[config.mk]
export PLATFORM = sky130hd
export DESIGN_NAME = complex_mult_initiator
export DESIGN_NICKNAME = d
export VERILOG_FILES = /design/src/rtl/complex_mult_initiator.sv
export SDC_FILE = /design/constraint.sdc
export NUM_CORES = 1
export LEC_CHECK = 0
export CORE_MARGIN = 5
export CORE_UTILIZATION = 35
export DETAILED_ROUTE_END_ITERATION = 10
export SLEW_MARGIN = 25
export SYNTH_ARGS = -nofsm -noshare
export SYNTH_HDL_FRONTEND = slang
export SYNTH_HIERARCHICAL = 1
export SYNTH_SLANG_ARGS = --single-unit
[constraint.sdc]
create_clock -name clk -period 4.7 [get_ports clk]
set_input_delay 0.94 -clock clk [delete_from_list [all_inputs] [get_ports clk]]
set_output_delay 0.94 -clock clk [all_outputs]
set_load 0.02 [all_outputs]
[src/rtl/complex_mult_initiator.sv]
// Operand FIFO + issue FSM + in-flight limiter + one-entry result register for the complex multiplier.
// Operand reaches op_val one edge after it lands in an empty FIFO; product is visible one edge after res handshake.

module cmi_fifo #(
    parameter int WIDTH = 32,
    parameter int DEPTH = 4
) (
    input  logic             clk,
    input  logic             rst,
    input  logic             clr,
    input  logic             push,
    input  logic [WIDTH-1:0] push_dat,
    input  logic             pop,
    output logic [WIDTH-1:0] head_dat,
    output logic             full,
    output logic             empty
);
    localparam int AW = $clog2(DEPTH);

    logic [WIDTH-1:0] mem_q [DEPTH];
    logic [WIDTH-1:0] mem_d [DEPTH];
    logic [AW:0]      wr_ptr_q, wr_ptr_d;
    logic [AW:0]      rd_ptr_q, rd_ptr_d;

    // Extra pointer bit distinguishes full from empty when the indices match.
    assign empty    = (wr_ptr_q == rd_ptr_q);
    assign full     = (wr_ptr_q[AW] != rd_ptr_q[AW]) && (wr_ptr_q[AW-1:0] == rd_ptr_q[AW-1:0]);
    assign head_dat = mem_q[rd_ptr_q[AW-1:0]];

    always_comb begin
        mem_d    = mem_q;
        wr_ptr_d = wr_ptr_q;
        rd_ptr_d = rd_ptr_q;
        if (push) begin
            mem_d[wr_ptr_q[AW-1:0]] = push_dat;
            wr_ptr_d = wr_ptr_q + (AW+1)'(1);
        end
        if (pop) begin
            rd_ptr_d = rd_ptr_q + (AW+1)'(1);
        end
        if (clr) begin
            wr_ptr_d = '0;
            rd_ptr_d = '0;
        end
    end

    always_ff @(posedge clk) begin
        if (rst) begin
            wr_ptr_q <= '0;
            rd_ptr_q <= '0;
        end else begin
            wr_ptr_q <= wr_ptr_d;
            rd_ptr_q <= rd_ptr_d;
        end
    end

    always_ff @(posedge clk) begin
        mem_q <= mem_d;
    end
endmodule

module complex_mult_initiator #(
    parameter int DATA_WIDTH      = 8,
    parameter int FIFO_DEPTH      = 4,
    parameter int MAX_OUTSTANDING = 2
) (
    input  logic                    clk,
    input  logic                    rst,
    input  logic                    flush,
    input  logic                    in_val,
    output logic                    in_ready,
    input  logic [DATA_WIDTH-1:0]   in_op_1_re,
    input  logic [DATA_WIDTH-1:0]   in_op_1_im,
    input  logic [DATA_WIDTH-1:0]   in_op_2_re,
    input  logic [DATA_WIDTH-1:0]   in_op_2_im,
    output logic                    op_val,
    input  logic                    op_ready,
    output logic [DATA_WIDTH-1:0]   op_1_re,
    output logic [DATA_WIDTH-1:0]   op_1_im,
    output logic [DATA_WIDTH-1:0]   op_2_re,
    output logic [DATA_WIDTH-1:0]   op_2_im,
    input  logic                    res_val,
    output logic                    res_ready,
    input  logic [2*DATA_WIDTH-1:0] result_re,
    input  logic [2*DATA_WIDTH-1:0] result_im,
    output logic                    out_val,
    input  logic                    out_ready,
    output logic [2*DATA_WIDTH-1:0] out_re,
    output logic [2*DATA_WIDTH-1:0] out_im,
    output logic                    sw_rst,
    output logic [3:0]              outstanding,
    output logic                    proto_err
);
    typedef struct packed {
        logic [DATA_WIDTH-1:0] a_re;
        logic [DATA_WIDTH-1:0] a_im;
        logic [DATA_WIDTH-1:0] b_re;
        logic [DATA_WIDTH-1:0] b_im;
    } op_pair_t;

    typedef struct packed {
        logic [2*DATA_WIDTH-1:0] re;
        logic [2*DATA_WIDTH-1:0] im;
    } prod_t;

    typedef enum logic {IDLE, ISSUE} state_t;

    localparam logic [4:0] MAX_OS = 5'(MAX_OUTSTANDING);

    state_t   state_q, state_d;
    logic     op_val_q, op_val_d;
    op_pair_t op_q, op_d;
    logic     out_val_q, out_val_d;
    prod_t    out_q, out_d;
    logic     sw_rst_q, sw_rst_d;
    logic [3:0] outstanding_q, outstanding_d;
    logic     proto_err_q, proto_err_d;

    op_pair_t in_pair, head_pair;
    logic     fifo_full, fifo_empty, fifo_push, fifo_pop;
    logic     op_hs, res_hs, room_idle, room_b2b;

    assign in_pair   = '{a_re: in_op_1_re, a_im: in_op_1_im, b_re: in_op_2_re, b_im: in_op_2_im};
    assign in_ready  = !fifo_full && !sw_rst_q && !rst;
    assign res_ready = (!out_val_q || out_ready) && !sw_rst_q && !rst;
    assign fifo_push = in_val && in_ready && !flush;
    assign op_hs     = op_val_q && op_ready;
    assign res_hs    = res_val && res_ready;
    assign room_idle = {1'b0, outstanding_q} < MAX_OS;
    assign room_b2b  = ({1'b0, outstanding_q} + 5'd1) < MAX_OS;
    assign fifo_pop  = !flush && !fifo_empty &&
                       ((state_q == IDLE && room_idle) || (state_q == ISSUE && op_hs && room_b2b));

    cmi_fifo #(
        .WIDTH ($bits(op_pair_t)),
        .DEPTH (FIFO_DEPTH)
    ) u_op_fifo (
        .clk      (clk),
        .rst      (rst),
        .clr      (flush),
        .push     (fifo_push),
        .push_dat (in_pair),
        .pop      (fifo_pop),
        .head_dat (head_pair),
        .full     (fifo_full),
        .empty    (fifo_empty)
    );

    always_comb begin
        state_d       = state_q;
        op_val_d      = op_val_q;
        op_d          = op_q;
        out_val_d     = out_val_q;
        out_d         = out_q;
        outstanding_d = outstanding_q;
        proto_err_d   = proto_err_q;
        sw_rst_d      = flush;

        if (fifo_pop) begin
            op_d     = head_pair;
            op_val_d = 1'b1;
            state_d  = ISSUE;
        end else if (state_q == ISSUE && op_hs) begin
            op_val_d = 1'b0;
            state_d  = IDLE;
        end

        // A product arriving with nothing in flight is passed on but flagged.
        case ({op_hs, res_hs})
            2'b10: outstanding_d = outstanding_q + 4'd1;
            2'b01: begin
                if (outstanding_q == 4'd0) proto_err_d = 1'b1;
                else                       outstanding_d = outstanding_q - 4'd1;
            end
            default: ;
        endcase

        if (res_hs) begin
            out_d     = '{re: result_re, im: result_im};
            out_val_d = 1'b1;
        end else if (out_ready) begin
            out_val_d = 1'b0;
        end

        if (flush) begin
            state_d       = IDLE;
            op_val_d      = 1'b0;
            outstanding_d = 4'd0;
            out_val_d     = 1'b0;
            proto_err_d   = 1'b0;
        end
    end

    always_ff @(posedge clk) begin
        if (rst) begin
            state_q       <= IDLE;
            op_val_q      <= 1'b0;
            op_q          <= '0;
            out_val_q     <= 1'b0;
            out_q         <= '0;
            sw_rst_q      <= 1'b0;
            outstanding_q <= 4'd0;
            proto_err_q   <= 1'b0;
        end else begin
            state_q       <= state_d;
            op_val_q      <= op_val_d;
            op_q          <= op_d;
            out_val_q     <= out_val_d;
            out_q         <= out_d;
            sw_rst_q      <= sw_rst_d;
            outstanding_q <= outstanding_d;
            proto_err_q   <= proto_err_d;
        end
    end

    assign op_val      = op_val_q;
    assign op_1_re     = op_q.a_re;
    assign op_1_im     = op_q.a_im;
    assign op_2_re     = op_q.b_re;
    assign op_2_im     = op_q.b_im;
    assign out_val     = out_val_q;
    assign out_re      = out_q.re;
    assign out_im      = out_q.im;
    assign sw_rst      = sw_rst_q;
    assign outstanding = outstanding_q;
    assign proto_err   = proto_err_q;
endmodule

==> metrics, run 1 <==
result of the run finished, final reports clean; Total GRT Usage 12.98%; CP dominant cell by count sky130_fd_sc_hd__clkdlybuf4s50_1; filler cell count 1,901; Pre-Repair DR Iteration Count 4; antenna violation net count after detailed routing 0; global-route congestion overflow total 0; number of H-tree branching levels 1; Post-CTS Repair Setup Buffers 0; Reg power frac 51.1%; DR vias/cell 4.759; number of inserted diodes 0; P per Cell Area 376.3 mW/mm2; Routed WL per cell 17.60 um; post-cts hold buffer count 0; combinational cell fraction of total power 5.1%; Placed Cells incl. Taps 909; synthesis-stage register bit count 206; total internal power 3.047 mW; power spent charging and discharging nets 0.7748 mW; IO Port Bufs 144; startpoint-to-endpoint class of the critical path in -> out; cell-by-cell listing of the critical path clkdlybuf4s50_1 -> nand2b_1 -> and2_1 -> clkdlybuf4s50_1; Distinct cells, synth 40; number of setup violations in the final report 0; Hold Vio Cnt, Final 0; Rows 54; antenna violations before repair 0; FFs w/ async S/R, synth 0%; horizontal extent of the die 159.0 um; Synth Warn # 6; arrival time of the worst setup path 2.37 ns; post-synthesis instance area 0.007771 mm2; maximum frequency from static timing analysis 0.3021 GHz; fraction of final layout cells sized beyond drive strength 1 12.20%; multi-input gate area in the final layout 0.002165 mm2; leakage power 3.316 nW; latest clock arrival within the worst-skew pair 0.50 ns; sequential area share after synthesis 69.55%; routability congestion estimate from global placement 0.8403; HPWL reported at the end of detailed placement 10,420 um; area added between synthesis and finish 30.70%; Crit. Startpoint out_ready; peak supply drop 0.0003562 V; Synthesized Nets 590; total clock sinks 206; Die Span Y 159.0 um; Placeable Area 0.02182 mm2; Worst R2R Path Depth 7; longest individual stage delay on the worst path 0.60 ns; Tcrit/Tclk final 70.42%; total via count in the routed design 4,531; power share of the clock group 43.7%; synthesized area divided by synthesized cell count 15.27 um2; CP endpoint res_ready; Finished Layout Cells 952; switching portion of total power 20.27%; clock buffers created by TritonCTS 23; kind of capture point of the worst setup path primary output; master of the slowest instance on the critical path sky130_fd_sc_hd__clkdlybuf4s50_1; most frequently used flop master after synthesis sky130_fd_sc_hd__edfxtp_1; final clock skew 0.01078 ns; utilization of the core after routing 46.54%; Max FO, Critical Path 6; TritonCTS clock tree built; Final #Nets 736; Final min period 3.310 ns; number of top-level pins 145; Sequential Area 0.005408 mm2; DRT iter0 DRCs 184; number of pins with negative max-slew slack in the final report 0; number of maximum-capacitance violations 0; cell count after synthesis 509; post-synthesis cell type with the largest combined area sky130_fd_sc_hd__edfxtp_1; buffer levels on the longest clock path 3; vias in the first global route 4,768; Post-synth EDFFs 128; worst-case headroom to the max-slew limit 32.57%; setup repair after global routing missed its margin no; top-area cell type share of the netlist area 49.46%; endpoint required time on the critical path 3.76 ns; DRC Markers 0; starting utilization of the core area 35.61%; Root Buffer sky130_fd_sc_hd__clkbuf_16; first-pass GRT wire length 26,630 um; clock transition at the registers of the reported paths 0.06 ns; Post-Route Setup TNS 0 ns; type of origin of the critical path input port; worst min-delay path class reg -> reg; destination of the worst register-to-register timing path op_2_re[0]$_SDFFE_PP0P_; top area cells in the synthesized netlist sky130_fd_sc_hd__edfxtp_1, sky130_fd_sc_hd__dfxtp_1, sky130_fd_sc_hd__mux4_2; RR Startpoint outstanding[0]$_SDFFE_PP0P_; number of gates given a new drive strength after cts 0; reg-to-reg setup timing slack 2.12 ns; Total Routed Length 16,760 um; pin count of the biggest net entering global routing 55; area of the die 0.02528 mm2; slew at the pin with the worst max-slew slack 1.012 ns
## routing by layer
layer / wire [um] / global-route usage [%] / vias up
met5: 0 / 0 / -
met4: 334 / 2.908 / 0
met3: 1162 / 3.831 / 20
met2: 8018 / 22.16 / 149
met1: 7241 / 16.41 / 2206
li1: - / - / 2156
## cell type report
class / count / share of cell area, %
multi-input cells: 269 / 21.31
clock inverters: 9 / 0.8007
well taps: 280 / 3.449
clock buffers: 33 / 6.270
flip-flops and latches: 206 / 53.24
repair buffers: 149 / 14.71
inverters: 6 / 0.2217
## worst min path at each step
stage | end | cells after the start | from
3_5_place_dp | out_im[7]$_SDFFE_PP0P_ | 2 | out_im[7]$_SDFFE_PP0P_
6_report | out_im[7]$_SDFFE_PP0P_ | 2 | out_im[7]$_SDFFE_PP0P_
3_3_place_gp | out_im[6]$_SDFFE_PP0P_ | 2 | out_im[6]$_SDFFE_PP0P_
2_1_floorplan | u_op_fifo/wr_ptr_q[2]$_SDFFE_PP0P_ | 2 | u_op_fifo/wr_ptr_q[2]$_SDFFE_PP0P_
4_1_cts | out_im[7]$_SDFFE_PP0P_ | 2 | out_im[7]$_SDFFE_PP0P_
5_1_grt | out_re[0]$_SDFFE_PP0P_ | 2 | out_re[0]$_SDFFE_PP0P_
## cell families (layout without fill, tap and decap cells)
| group | count (synthesis) | after routing | synth area share (%) |
|---|---|---|---|
| XOR/XNOR | 8 | 8 | 0.9017 |
| AO/OA/AOI/OAI | 49 | 49 | 3.655 |
| adder cells (fa/ha/maj) | 10 | 10 | 1.707 |
| buffers and inverters | 34 | 197 | 2.721 |
| multiplexers | 67 | 67 | 13.98 |
| flip-flops | 206 | 206 | 69.55 |
| AND/OR/NAND/NOR | 135 | 135 | 7.487 |
## sequential cells by signal, indices dropped and copies added, names as in the netlist, 3 cells and up
| register | cells |
|---|---|
| u_op_fifo/mem_q | 128 |
| out_im | 16 |
| out_re | 16 |
| op_1_im | 8 |
| op_1_re | 8 |
| op_2_im | 8 |
| op_2_re | 8 |
| outstanding | 4 |
| u_op_fifo/rd_ptr_q | 3 |
| u_op_fifo/wr_ptr_q | 3 |
## through the flow
stage / area [um2] / hold slack [ns] / worst slack [ns] / power, mW
global route: 10160 / 0.4718 / 1.279 / 3.980
floorplan: 7771 / 0.5298 / 1.515 / 2.071
CTS: 10120 / 0.4555 / 1.398 / 3.884
detailed placement: 9407 / 0.4471 / 1.389 / 2.191
global placement: 9407 / 0.4435 / 1.409 / 2.185
finish: 10160 / 0.4526 / 1.390 / 3.822
## worst max-delay path, delay by kind of cell
| kind | cells | cell delay, ns |
|---|---|---|
| buffers and inverters | 2 | 1.05 |
| AND/OR/NAND/NOR | 2 | 0.38 |
## power groups by stage
stage | combinational (mW) | clock [mW] | sequential [mW]
global placement | 0.194 | 0 | 1.99
CTS | 0.200 | 1.73 | 1.95
finish | 0.197 | 1.67 | 1.95
global route | 0.214 | 1.81 | 1.96
floorplan | 0.0619 | 0 | 2.01
detailed placement | 0.199 | 0 | 1.99
## cells in the final DEF (no fill, tap or decap), types with 3 or more instances in the layout
cell / netlist / layout
sky130_fd_sc_hd__a21oi_1: 39 / 39
sky130_fd_sc_hd__and2_2: 0 / 4
sky130_fd_sc_hd__buf_4: 0 / 4
sky130_fd_sc_hd__clkbuf_1: 16 / 7
sky130_fd_sc_hd__clkbuf_16: 0 / 23
sky130_fd_sc_hd__clkdlybuf4s50_1: 0 / 143
sky130_fd_sc_hd__clkinv_1: 0 / 3
sky130_fd_sc_hd__clkinv_2: 0 / 4
sky130_fd_sc_hd__dfxtp_1: 78 / 76
sky130_fd_sc_hd__edfxtp_1: 128 / 128
sky130_fd_sc_hd__ha_1: 9 / 9
sky130_fd_sc_hd__inv_1: 6 / 6
sky130_fd_sc_hd__mux2i_1: 35 / 35
sky130_fd_sc_hd__mux4_1: 4 / 4
sky130_fd_sc_hd__mux4_2: 28 / 28
sky130_fd_sc_hd__nand2_1: 66 / 66
sky130_fd_sc_hd__nor2_1: 44 / 44
sky130_fd_sc_hd__xnor2_1: 5 / 5
sky130_fd_sc_hd__xor2_1: 3 / 3
## cell usage after synthesis (5+ instances only)
master                     count
sky130_fd_sc_hd__a21oi_1      39
sky130_fd_sc_hd__and2_1        6
sky130_fd_sc_hd__clkbuf_1     16
sky130_fd_sc_hd__dfxtp_1      78
sky130_fd_sc_hd__edfxtp_1    128
sky130_fd_sc_hd__ha_1          9
sky130_fd_sc_hd__inv_1         6
sky130_fd_sc_hd__mux2i_1      35
sky130_fd_sc_hd__mux4_2       28
sky130_fd_sc_hd__nand2_1      66
sky130_fd_sc_hd__nor2_1       44
sky130_fd_sc_hd__xnor2_1       5
Power figures use the tool's default switching activity.
==> inputs of run 2 (changes only) <==
==> constraint.sdc (replaced) <==
create_clock -name clk -period 3.39 [get_ports clk]
set_input_delay 0.678 -clock clk [delete_from_list [all_inputs] [get_ports clk]]
set_output_delay 0.678 -clock clk [all_outputs]
set_load 0.02 [all_outputs]
==> run 2 against run 1 <==
  * Core utilization is 0.35 points higher
  * Register-to-register slack got worse by 1.2 ns
  * Non-clock buffer count up 7
==> metrics, run 2 (same netlist as run 1, synthesis figures left out) <==
result of the run finished, final reports clean; maximum frequency from static timing analysis 0.3526 GHz; IO Port Bufs 144; total via count in the routed design 4,638; routing usage on met1 16.60%; Die Span Y 159.0 um; Final min period 2.836 ns; highest-count cells in the layout ignoring fill and taps sky130_fd_sc_hd__clkdlybuf4s50_1, sky130_fd_sc_hd__edfxtp_1, sky130_fd_sc_hd__dfxtp_1; Post-CTS Repair Setup Buffers 0; area added between synthesis and finish 31.69%; Rows 54; met3 global-route usage 4.245%; endpoint required time on the critical path 2.71 ns; utilization of the core after routing 46.89%; Total Routed Length 16,940 um; arrival time of the worst setup path 2.16 ns; number of H-tree branching levels 1; Total GRT Usage 13.11%; P per Cell Area 518.4 mW/mm2; antenna violations before repair 1; Max FO, Critical Path 6; setup repair after global routing missed its margin no; worst-case headroom to the max-slew limit 53.71%; number of top-level pins 145; global-route congestion overflow total 0; multi-input gate area in the final layout 0.002160 mm2; filler cell count 1,907; DRT iter0 DRCs 259; final clock skew 0.01509 ns; number of maximum-capacitance violations 0; max FFs per register 128; grt peak-use layer met2; post-route cell area 0.01023 mm2; startpoint-to-endpoint class of the critical path in -> out; fraction of final layout cells sized beyond drive strength 1 13.25%; Placement Cell Area 0.009517 mm2; HPWL reported at the end of detailed placement 10,630 um; Tcrit/Tclk final 83.67%; Pre-Repair DR Iteration Count 4; Placeable Area 0.02182 mm2; number of inserted diodes 0; area of the die 0.02528 mm2; post-cts hold buffer count 0; vias in the first global route 4,883; DR vias/cell 4.836; Post-Route Setup TNS 0 ns; Sequential Area 0.005408 mm2; latest clock arrival within the worst-skew pair 0.52 ns; routability congestion estimate from global placement 0.8451; WHS 0.4569 ns; slew at the pin with the worst max-slew slack 0.6943 ns; DRC Markers 0; clock buffers created by TritonCTS 23; minimum setup slack in the final design 0.5535 ns; first-pass GRT wire length 26,810 um; commonest non-fill, non-tap cell in the layout sky130_fd_sc_hd__clkdlybuf4s50_1; Hold Vio Cnt, Final 0; number of setup violations in the final report 0; worst min-delay path class reg -> reg; buffer levels on the longest clock path 3; Routed WL per cell 17.66 um; GR Util met2 21.82%; number of gates given a new drive strength after cts 0; Root Buffer sky130_fd_sc_hd__clkbuf_16; worst-case setup slack after placement 0.4018 ns; antenna violation net count after detailed routing 0; kind of capture point of the worst setup path primary output; horizontal extent of the die 159.0 um; top register by number of flip-flops u_op_fifo/mem_q; leakage power 3.346 nW; peak supply drop 0.0003611 V; pin count of the biggest net entering global routing 50; number of pins with negative max-slew slack in the final report 0; clock transition at the registers of the reported paths 0.06 ns; Final #Nets 743; total clock sinks 206; starting utilization of the core area 35.61%; TritonCTS clock tree built; type of origin of the critical path input port
-- run 2: stage by stage --
stage	total power [mW]	instances
after floorplan	2.872	509
after global placement	3.036	917
after detailed placement	3.044	917
after CTS	5.403	959
after global routing	5.528	959
final	5.306	959
-- run 2: area by class of cell --
class                           count  share of cell area, %
Inverter                            6                 0.2201
Tap cell                          280                  3.423
Clock buffer                       29                  5.942
Clock inverter                     13                  1.064
Sequential cell                   206                  52.84
Multi-Input combinational cell    269                  21.10
Timing Repair Buffer              156                  15.41
-- run 2: power breakdown --
group          switching, mW  total, mW  internal [mW]
clock                  0.961       2.32           1.36
combinational          0.132      0.280          0.148
sequential            0.0151       2.71           2.69
total                   1.11       5.31           4.20
-- run 2: layer usage --
metal  share of wire, %  vias up  wire length [um]
met1                 43     2252              7317
met4                2.7        2               449
met3                7.4       32              1261
met2                 47      178              7893
met5              0.077        -                13
li1                   -     2174                 -
-- run 2: critical path, cell delays in order --
cell and delay, ns:
sky130_fd_sc_hd__clkdlybuf4s50_1 0.48, sky130_fd_sc_hd__nand2b_1 0.22, sky130_fd_sc_hd__and2_1 0.16, sky130_fd_sc_hd__clkdlybuf4s50_1 0.62
-- run 2: path summary, 6_finish.rpt --
check,start,endpoint,slack (ns),cells past startpoint
max,out_ready,res_ready,0.55,4
min,out_im[9]$_SDFFE_PP0P_,out_im[9]$_SDFFE_PP0P_,0.46,2
max reg2reg,u_op_fifo/wr_ptr_q[0]$_SDFFE_PP0P_,u_op_fifo/mem_q[27]$_DFFE_PP_,0.97,6
min reg2reg,out_im[9]$_SDFFE_PP0P_,out_im[9]$_SDFFE_PP0P_,0.46,2
==> inputs of run 3 (changes only) <==
==> constraint.sdc (replaced) <==
create_clock -name clk -period 2.85 [get_ports clk]
set_input_delay 0.57 -clock clk [delete_from_list [all_inputs] [get_ports clk]]
set_output_delay 0.57 -clock clk [all_outputs]
set_load 0.02 [all_outputs]
==> run 3 against run 2 <==
  * Core utilization increased by 0.17 points
  * Global-route usage grew 0.18 points
  * Worst setup slack lost 0.36 ns
  * Hold slack improved by 0.0021 ns
  * Combinational power is 20% higher
  * Power is 19% higher
  * Die area is the same
  * Cell count rose by 0.42%
  * Non-clock buffer count grew 6
==> metrics, run 3 (same netlist as run 1, synthesis figures left out) <==
result of the run finished, final reports clean; clock buffers created by TritonCTS 22; number of H-tree branching levels 1; Final #Nets 748; worst-case setup slack after placement 0.2141 ns; final clock skew 0.009173 ns; number of inserted diodes 0; fraction of final layout cells sized beyond drive strength 1 13.62%; number of maximum-capacitance violations 0; Total GRT Usage 13.29%; dominant delay contributor by cell family on the critical path buffers and inverters; slew at the pin with the worst max-slew slack 0.7075 ns; Rows 54; Post-CTS Repair Setup Buffers 0; master of the slowest instance on the critical path sky130_fd_sc_hd__clkdlybuf4s50_1; peak supply drop 0.0003677 V; TritonCTS clock tree built; DRT iter0 DRCs 269; number of setup violations in the final report 0; minimum setup slack in the final design 0.1943 ns; Final min period 2.656 ns; vias in the first global route 4,860; Total Routed Length 17,210 um; Die Span Y 159.0 um; IO Port Bufs 144; global-route congestion overflow total 0; buffer levels on the longest clock path 3; HPWL reported at the end of detailed placement 11,180 um; total via count in the routed design 4,640; arrival time of the worst setup path 2.09 ns; Post-Route Setup TNS 0 ns; highest-count cells in the layout ignoring fill and taps sky130_fd_sc_hd__clkdlybuf4s50_1, sky130_fd_sc_hd__edfxtp_1, sky130_fd_sc_hd__dfxtp_1; number of pins with negative max-slew slack in the final report 0; CP dominant cell by count sky130_fd_sc_hd__nor3_1; commonest non-fill, non-tap cell in the layout sky130_fd_sc_hd__clkdlybuf4s50_1; post-route cell area 0.01027 mm2; sum of buffers and inverters on the critical path 1; type of origin of the critical path flop; DRC Markers 0; total clock sinks 206; worst-case headroom to the max-slew limit 52.83%; top register by number of flip-flops u_op_fifo/mem_q; clock transition at the registers of the reported paths 0.06 ns; Placeable Area 0.02182 mm2; latest clock arrival within the worst-skew pair 0.49 ns; Placement Cell Area 0.009562 mm2; top metal layer carrying routed signals met4; max FFs per register 128; setup repair after global routing missed its margin no; Met3 Wirelength 1199 um; longest individual stage delay on the worst path 0.66 ns; first-pass GRT wire length 27,360 um; maximum frequency from static timing analysis 0.3765 GHz; Placed Cells incl. Taps 923; number of top-level pins 145; leakage power 3.381 nW; DR vias/cell 4.818; Max FO, Critical Path 5; antenna violation net count after detailed routing 0; worst min-delay path class reg -> reg; horizontal extent of the die 159.0 um; Tcrit/Tclk final 93.18%; starting utilization of the core area 35.61%; routed metal-1 wire length 7574 um; filler cell count 1,919; P per Cell Area 612.8 mW/mm2; Hold Vio Cnt, Final 0; area of the die 0.02528 mm2; post-cts hold buffer count 0; Root Buffer sky130_fd_sc_hd__clkbuf_16; startpoint-to-endpoint class of the critical path reg -> out; kind of capture point of the worst setup path primary output; endpoint required time on the critical path 2.28 ns; detailed-routed wire length on met2 8059 um; routability congestion estimate from global placement 0.8623; Finished Layout Cells 963; Pre-Repair DR Iteration Count 4; area added between synthesis and finish 32.17%; Routed WL per cell 17.87 um; cell-by-cell listing of the critical path xor2_1 -> nor3_1 -> nor3_1 -> clkdlybuf4s50_1; number of gates given a new drive strength after cts 0; pin count of the biggest net entering global routing 55; antenna violations before repair 0
==> run 3: path summary, 6_finish.rpt <==
path / start / endpoint / slack, ns / depth (start not counted)
worst max-delay path: u_op_fifo/wr_ptr_q[0]$_SDFFE_PP0P_ / in_ready / 0.19 / 4
worst min-delay path: out_re[14]$_SDFFE_PP0P_ / out_re[14]$_SDFFE_PP0P_ / 0.46 / 2
worst max register to register: outstanding[0]$_SDFFE_PP0P_ / op_1_re[6]$_SDFFE_PP0P_ / 0.58 / 7
worst min register to register: out_re[14]$_SDFFE_PP0P_ / out_re[14]$_SDFFE_PP0P_ / 0.46 / 2
==> run 3: cell type report <==
cell class                      instances  area, um2  area share (%)
Clock buffer                           32      649.4           6.322
Clock inverter                          8      60.06          0.5847
Inverter                                6      22.52          0.2193
Multi-Input combinational cell        269       2160           21.03
Sequential cell                       206       5408           52.65
Tap cell                              280      350.3           3.411
Timing Repair Buffer                  162       1622           15.79
==> run 3: through the flow <==
step	utilization, %	hold slack [ns]	power [mW]
5_1_grt	47.06	0.4818	6.543
2_1_floorplan	-	0.5298	3.416
3_3_place_gp	43.81	0.4458	3.614
3_5_place_dp	43.81	0.4536	3.624
6_report	47.06	0.4590	6.294
4_1_cts	47.06	0.4612	6.398
==> run 3: metal layers <==
metal  global-route usage, %  up-vias
li1                        -     2179
met1                   17.45     2265
met2                   21.93      166
met3                   3.546       30
met4                   3.567        0
met5                       0        -
==> run 3: worst register-to-register path, cell delays in order, from the launching register on <==
cell and delay, ns:
sky130_fd_sc_hd__dfxtp_1 0.45, sky130_fd_sc_hd__inv_1 0.12, sky130_fd_sc_hd__ha_1 0.33, sky130_fd_sc_hd__or4b_4 0.50, sky130_fd_sc_hd__o21ai_4 0.22, sky130_fd_sc_hd__buf_12 0.23, sky130_fd_sc_hd__mux2i_1 0.24, sky130_fd_sc_hd__nor2_1 0.06
==> run 3: power by group <==
group | internal (mW) | switching [mW] | total, mW
clock network | 1.66 | 1.07 | 2.74
logic | 0.176 | 0.159 | 0.335
registers | 3.20 | 0.0177 | 3.22
total | 5.04 | 1.25 | 6.29
